**src/rtl/sd_cmd_phys.sv**
```systemverilog
// SD card CMD-line PHY: serialises a command with CRC7, waits for and
// captures the short or long response, and reports CRC/timeout status.
module sd_cmd_phys #(
    parameter int CMD_W       = 48,
    parameter int RSP_SHORT_W = 48,
    parameter int RSP_LONG_W  = 136,
    parameter int TIMEOUT     = 64
) (
    input  logic                  sd_clock,
    input  logic                  reset,
    input  logic                  strobe_in,
    input  logic                  ack_in,
    input  logic                  idle_in,
    input  logic [CMD_W-9:0]      cmd_to_send,
    input  logic [1:0]            rsp_type,
    input  logic                  crc_chk_en,
    output logic                  ack_out,
    output logic                  strobe_out,
    output logic [RSP_LONG_W-1:0] response,
    output logic                  crc_err,
    output logic                  timeout_err,
    output logic                  cmd_out,
    output logic                  cmd_oe,
    input  logic                  cmd_in
);

    localparam int MAX_W = (RSP_LONG_W > CMD_W) ? RSP_LONG_W : CMD_W;
    localparam int BW    = $clog2(MAX_W + 1);
    localparam int TW    = $clog2(TIMEOUT + 1);

    localparam logic [BW-1:0] CMD_LAST      = BW'(CMD_W - 1);
    localparam logic [BW-1:0] CRC_FIRST     = BW'(CMD_W - 8);
    localparam logic [BW-1:0] SHORT_LAST    = BW'(RSP_SHORT_W);
    localparam logic [BW-1:0] LONG_LAST     = BW'(RSP_LONG_W);
    localparam logic [BW-1:0] SHORT_CRC_END = BW'(RSP_SHORT_W - 8);
    localparam logic [BW-1:0] LONG_CRC_END  = BW'(RSP_LONG_W - 8);
    localparam logic [BW-1:0] LONG_CRC_BEG  = BW'(9);
    localparam logic [TW-1:0] TIMEOUT_M1    = TW'(TIMEOUT - 1);

    typedef enum logic [2:0] {
        ST_IDLE     = 3'd0,
        ST_SEND     = 3'd1,
        ST_WAIT_RSP = 3'd2,
        ST_RECV     = 3'd3,
        ST_DONE     = 3'd4
    } state_t;

    // One serial CRC7 step, polynomial x^7 + x^3 + 1.
    function automatic logic [6:0] crc7_step(input logic [6:0] crc, input logic din);
        logic fb;
        fb = din ^ crc[6];
        return {crc[5:0], 1'b0} ^ (fb ? 7'h09 : 7'h00);
    endfunction

    state_t          state_r;
    logic [CMD_W-9:0] tx_r;
    logic [6:0]      crc_r;
    logic [BW-1:0]   bit_cnt_r;
    logic [TW-1:0]   wait_cnt_r;
    logic            long_r;
    logic            none_r;
    logic            chk_en_r;

    logic [BW-1:0]   bit_nxt_s;
    logic [6:0]      crc_tx_s;
    logic [6:0]      crc_rx_s;
    logic [BW-1:0]   frame_last_s;
    logic            rx_in_crc_s;

    // Next bit index, CRC candidates and the receive-frame window.
    always_comb begin
        bit_nxt_s = bit_cnt_r + BW'(1);
        crc_tx_s  = crc7_step(crc_r, cmd_out);
        crc_rx_s  = crc7_step(crc_r, cmd_in);
        if (long_r) begin
            frame_last_s = LONG_LAST;
            rx_in_crc_s  = (bit_nxt_s >= LONG_CRC_BEG) && (bit_nxt_s <= LONG_CRC_END);
        end else begin
            frame_last_s = SHORT_LAST;
            rx_in_crc_s  = (bit_nxt_s <= SHORT_CRC_END);
        end
    end

    // Main controller: state, counters, CRC, pad drive and host handshake.
    always_ff @(posedge sd_clock or posedge reset) begin
        if (reset) begin
            state_r     <= ST_IDLE;
            tx_r        <= '0;
            crc_r       <= 7'd0;
            bit_cnt_r   <= '0;
            wait_cnt_r  <= '0;
            long_r      <= 1'b0;
            none_r      <= 1'b0;
            chk_en_r    <= 1'b0;
            ack_out     <= 1'b0;
            strobe_out  <= 1'b0;
            response    <= '0;
            crc_err     <= 1'b0;
            timeout_err <= 1'b0;
            cmd_out     <= 1'b1;
            cmd_oe      <= 1'b0;
        end else begin
            ack_out <= 1'b0;
            if (idle_in) begin
                state_r    <= ST_IDLE;
                strobe_out <= 1'b0;
                cmd_oe     <= 1'b0;
                cmd_out    <= 1'b1;
                bit_cnt_r  <= '0;
                wait_cnt_r <= '0;
            end else begin
                case (state_r)
                    ST_IDLE: begin
                        cmd_oe  <= 1'b0;
                        cmd_out <= 1'b1;
                        if (strobe_in) begin
                            tx_r        <= cmd_to_send;
                            long_r      <= (rsp_type == 2'b10);
                            none_r      <= (rsp_type == 2'b00);
                            chk_en_r    <= crc_chk_en;
                            ack_out     <= 1'b1;
                            crc_err     <= 1'b0;
                            timeout_err <= 1'b0;
                            crc_r       <= 7'd0;
                            bit_cnt_r   <= '0;
                            cmd_oe      <= 1'b1;
                            cmd_out     <= cmd_to_send[CMD_W-9];
                            state_r     <= ST_SEND;
                        end
                    end
                    ST_SEND: begin
                        if (bit_cnt_r == CMD_LAST) begin
                            cmd_oe     <= 1'b0;
                            cmd_out    <= 1'b1;
                            bit_cnt_r  <= '0;
                            wait_cnt_r <= '0;
                            if (none_r) begin
                                strobe_out <= 1'b1;
                                state_r    <= ST_DONE;
                            end else begin
                                state_r <= ST_WAIT_RSP;
                            end
                        end else begin
                            bit_cnt_r <= bit_nxt_s;
                            if (bit_nxt_s < CRC_FIRST) begin
                                crc_r   <= crc_tx_s;
                                cmd_out <= tx_r[CMD_W-10];
                                tx_r    <= {tx_r[CMD_W-10:0], 1'b0};
                            end else if (bit_nxt_s == CRC_FIRST) begin
                                // Last data bit is on the line now; fold it in and emit CRC MSB.
                                crc_r   <= crc_tx_s;
                                cmd_out <= crc_tx_s[6];
                            end else if (bit_nxt_s != CMD_LAST) begin
                                crc_r   <= {crc_r[5:0], 1'b0};
                                cmd_out <= crc_r[5];
                            end else begin
                                cmd_out <= 1'b1;
                            end
                        end
                    end
                    ST_WAIT_RSP: begin
                        if (!cmd_in) begin
                            // Start bit is frame bit 1; a leading zero leaves CRC at zero.
                            response  <= '0;
                            crc_r     <= 7'd0;
                            bit_cnt_r <= BW'(1);
                            state_r   <= ST_RECV;
                        end else if (wait_cnt_r == TIMEOUT_M1) begin
                            wait_cnt_r  <= wait_cnt_r + TW'(1);
                            timeout_err <= 1'b1;
                            strobe_out  <= 1'b1;
                            state_r     <= ST_DONE;
                        end else begin
                            wait_cnt_r <= wait_cnt_r + TW'(1);
                        end
                    end
                    ST_RECV: begin
                        response  <= {response[RSP_LONG_W-2:0], cmd_in};
                        bit_cnt_r <= bit_nxt_s;
                        if (rx_in_crc_s) begin
                            crc_r <= crc_rx_s;
                        end else begin
                            crc_r <= crc_r;
                        end
                        if (bit_nxt_s == frame_last_s) begin
                            // response[6:0] currently holds frame bits [7:1].
                            crc_err    <= chk_en_r && (crc_r != response[6:0]);
                            strobe_out <= 1'b1;
                            bit_cnt_r  <= '0;
                            state_r    <= ST_DONE;
                        end
                    end
                    ST_DONE: begin
                        if (ack_in) begin
                            strobe_out <= 1'b0;
                            state_r    <= ST_IDLE;
                        end
                    end
                    default: begin
                        state_r    <= ST_IDLE;
                        strobe_out <= 1'b0;
                        cmd_oe     <= 1'b0;
                        cmd_out    <= 1'b1;
                        bit_cnt_r  <= '0;
                        wait_cnt_r <= '0;
                    end
                endcase
            end
        end
    end

endmodule

```
**config.mk**
```make
export PLATFORM = sky130hd
export DESIGN_NAME = sd_cmd_phys
export DESIGN_NICKNAME = d
export VERILOG_FILES = /design/src/rtl/sd_cmd_phys.sv
export SDC_FILE = /design/constraint.sdc
export NUM_CORES = 1
export LEC_CHECK = 0
export ABC_CLOCK_PERIOD_IN_PS = 11340
export BUFFER_PORTS_ARGS = -buffer_cell sky130_fd_sc_hd__buf_4
export CAP_MARGIN = 20
export CORE_MARGIN = 2
export CORE_UTILIZATION = 60
export CTS_BUF_LIST = sky130_fd_sc_hd__clkbuf_4 sky130_fd_sc_hd__clkbuf_8
export CTS_CLUSTER_SIZE = 10
export DETAILED_ROUTE_END_ITERATION = 10
export PLACE_DENSITY = 0.95
export RECOVER_POWER = 25
export SLEW_MARGIN = 15
export SYNTH_ARGS = -nofsm -noshare
export SYNTH_HDL_FRONTEND = slang
export SYNTH_SLANG_ARGS = --single-unit
```
**constraint.sdc**
```tcl
create_clock -name sd_clock -period 11.34 [get_ports sd_clock]
set_input_delay 1.134 -clock sd_clock [delete_from_list [all_inputs] [get_ports sd_clock]]
set_output_delay 1.134 -clock sd_clock [all_outputs]
set_load 0.1 [all_outputs]
```
### Word level (Yosys, flattened, before mapping)

Cells that the tools add are included.

* output and inout bits: 142
* flip-flop bits (word level): 209
* word-level logic and storage cells: 143
* bits of input ports: 49

* add/sub/neg operators: 2
* order comparisons: 4
* reduce and logical (&&, ||, !) cells: 22
* equality and inequality tests: 33
* mux-type cells: 62
* bitwise gates (word level): 5

Operator list (count)
* $pmux W136 S2: 1
* $mux W136: 1
* $mux W39: 3
* $pmux W39 S2: 1
* $mux W7: 10
* $mux W8: 6
* $pmux W8 S5: 1
* $pmux W7 S4: 1
* $mux W3: 8
* $ne A3 B3 Y1 const B: 8
* $mux W1: 21
* $pmux W7 S3: 1
* $ne A2 B2 Y1 const B: 10
* $eq A8 B6 Y1 const B: 2
* $pmux W3 S5: 1
* $reduce_and A5 Y1: 3
* $reduce_and A7 Y1: 2
* $xor A7 B4 Y7: 2
* $reduce_and A3 Y1: 4
* $add A8 B1 Y8 const B: 1
* $eq A8 B8 Y1: 1
* $ge A8 B4 Y1 const B: 1
* $le A8 B6 Y1 const B: 1
* $le A8 B8 Y1 const B: 1
* 25 further kinds: 37

### Depth between registers and ports, before layout

* depth in word-level cells: 8
* gate-level depth with buffers: 11
* depth with buffers taken out: 9

### Worst setup path before layout

OpenSTA, ideal clock, no wires.

* path type: input to register
* from: input port cmd_in
* to: register response[2]
* setup time: 70 ps
* slack: 8513 ps
* required time: 11270 ps
* path buffers: 3
* arrival time: 2757 ps
* stages on the path: 8
* cell sequence: clkbuf_1 inv_1 nor2_1 nor3_1 clkbuf_1 buf_1 nand3_1 nand2_1

* word-level cells in the longest chain between the ends: 2

Ends and longest elaborated chain
* start: declaration: line 24 `input logic cmd_in`
* $ne A2 B2 Y1 (no source line)
* $reduce_and A3 Y1 (no source line)
* end signal: assignment: line 178 `response <= {response[RSP_LONG_W-2:0], cmd_in};`
* end: declaration: line 19 `output logic [RSP_LONG_W-1:0] response,`

Every way passes these cells.
A chain may end at the register's enable or synchronous reset.

==> results.cfg <==
[run_status]
status = finished, violations left
violations = capacitance limit, slew limit

[synth]
syn_area_sq_um = 9570
netlist_top_cells_area = dfrtp_1 54%, nand2_1 15%, nand3_1 7.4%
synth_common_cells = 387 x nand2_1, 208 x dfrtp_1, 142 x nand3_1
syn_avg_cell_area_sq_um = 8.63
synth_area_leader_cell = dfrtp_1
synth_edf_count = 0
ys.flop_type = dfrtp_1
yosysWarnings = 0
ys_seq_area_frac = 0.547
synthCells = 1109
synth_nets = 1162
synth_top_area_share = 0.544
ys_seq_elements = 209
synth_most_common_cell = nand2_1
synthArstFlopShare = 1.00
synth.distinct_cells = 60

[hold_path]
hp-class = reg2reg

[pwr]
leakagePower_nw = 6.28
p_per_area_nw_per_um2 = 192
vdd_ir_drop_max_uv = 153

[die]
io_pins = 191
die_h_um = 130
die_w_um = 130
num_rows = 46
fp.dieArea_sq_um = 17000
start_util = 0.609
coreArea_sq_um = 15700

[route]
vias = 8614
ant_nets = 0
viasPerCell = 5.72
post_drt_wl_per_cell_um = 16.3
drc = 0
routed_wl_mm = 24.6
firstDrtPassIters = 5
drtIter0Drc = 688

[finish]
seq_area_sq_um = 5230
num_antenna_cells = 0
nets = 1318
final_layout_size_suffix_gt1_frac = 0.219
area_growth_pct = 23.8
multi_input_area_sq_um = 3960
stdcell_count = 1507
fill_cells = 1088

[setup_path]
critPathMaxFanout = 137
crit_family = buffers and inverters
crit_chain = clkbuf_4 > clkinvlp_2 > buf_4
required_ns = 11.86
crit_type = in2async
cp_num_buf_inv = 3
slowest_stage = clkinvlp_2
critPathMaxStageDelay_ns = 3.26
arrival_ns = 5.69
critical_path.startpoint_type = input pin
end_kind = asynchronous set/reset pin
rrSetupSlack_ns = 7.92

[grt]
first_global_vias = 8161
gr-usage-all-layers = 0.288
grt_max_degree = 138
antenna_found_initial = 0
globalRouteOverflowTotal = 0
grt_pass1_wl_mm = 39.4

[placement]
gp_routability_congestion = 0.946
dp.cells = 1443
numPortBuffers = 190
hpwl_mm = 15.6

[cts]
post_cts_resized = 0
hold_buffers = 0
cts_tree = yes
clockBufferDepth = 3
clock_latency_ns = 0.52
postCtsSetupRepairBufs = 0
numCtsBuffers = 36
clock-root-buffer = clkbuf_8
h-tree-depth = 2
path_clk_slew_ns = 0.06
cts_sinks = 209

[timing]
hold_viol_final = 0
fin_crit_sh = 0.456
fmax_ghz = 0.193
rsz0062_at_grt = false
setup_viol = 0
tightest_slew_ns = 5.85
post-route-min-period_ns = 5.17
setup-tns-final_ns = 0
clock_skew_ns = 0.0195
final_max_slew_viol_count = 138
max_slew_margin = -2.92

[job]
maxCapViolations = 1
[per-layer routing]
metal  part of all wire  vias up  track usage  wire (um)
met4              0.040        0        0.131        978
met2               0.48      346        0.452      11800
met5                  0        -            0          0
met3              0.067       85       0.0586       1640
met1               0.42     4172        0.391      10200
li1                   -     4011            -          -
[power by group]
| group | switching, mW | internal (mW) |
|---|---|---|
| clock | 0.310 | 0.464 |
| combinational | 0.396 | 0.172 |
| sequential | 0.0881 | 0.844 |
| total | 0.794 | 1.48 |
[placed cells by master, fill, tap and decap left out, types with 6 or more instances in the layout]
cell / Yosys / layout
a21oi_1: 13 / 13
a31oi_1: 44 / 44
buf_4: 2 / 198
clkbuf_4: 0 / 8
clkbuf_8: 0 / 47
clkinv_2: 0 / 6
dfrtp_1: 208 / 208
inv_1: 15 / 14
mux2i_1: 7 / 7
nand2_1: 387 / 387
nand3_1: 142 / 142
nor2_1: 64 / 64
nor2b_1: 10 / 10
nor3_1: 12 / 11
o21ai_0: 17 / 17
xnor2_1: 9 / 9
xor2_1: 7 / 7
[cell families (layout without fill, tap and decap cells)]
group,Yosys count,count (layout),synth area share
flip-flops,209,209,0.547
adder cells (fa/ha/maj),4,4,0.00523
buffers and inverters,96,278,0.0413
AND/OR/NAND/NOR,659,659,0.297
multiplexers,10,10,0.0116
AO/OA/AOI/OAI,115,115,0.0834
XOR/XNOR,16,16,0.0146
[cell type report]
class	count	area share
clock buffer	54	0.0591
sequential	209	0.442
inverter	15	0.00486
timing repair buffer	199	0.126
multi-input combinational	804	0.334
clock inverter	10	0.0109
tap	216	0.0228
[tightest hold or removal path: cells and delay by family (launching register included)]
kind	cells	cell delay [ns]
DFF	1	0.35
and+or+nand+nor	2	0.10
[path summary, 6_finish.rpt]
path,depth (start not counted),end,start
hold / removal,2,response[135],response[135]
min in group asynchronous,2,bit_cnt_r[4],reset
setup / recovery,3,response[87],reset
max in group sd_clock,7,crc_r[3],state_r[1]
hold reg to reg,2,response[135],response[135]
setup reg to reg,7,crc_r[3],state_r[1]
[flip-flops by register name, indices dropped and copies added, names as in the netlist]
register and flops:
response 136, tx_r 39, bit_cnt_r 8, crc_r 7
wait_cnt_r 7, state_r 3, ack_out 1, chk_en_r 1
cmd_oe 1, cmd_out 1, crc_err 1, long_r 1
none_r 1, strobe_out 1, timeout_err 1
[through the flow]
step / utilization / instance area [sq um] / total power [mW] / hold WS (ns) / setup slack (ns)
floorplan: - / 9570 / 1.37 / 0.446 / 4.50
global placement: 0.701 / 11000 / 1.48 / 0.455 / 8.03
detailed placement: 0.701 / 11000 / 1.50 / 0.457 / 7.99
CTS: 0.754 / 11800 / 2.28 / 0.480 / 8.03
global route: 0.754 / 11800 / 2.39 / 0.499 / 5.23
finish: 0.754 / 11800 / 2.27 / 0.482 / 6.17
(Power assumes the default switching activity.)
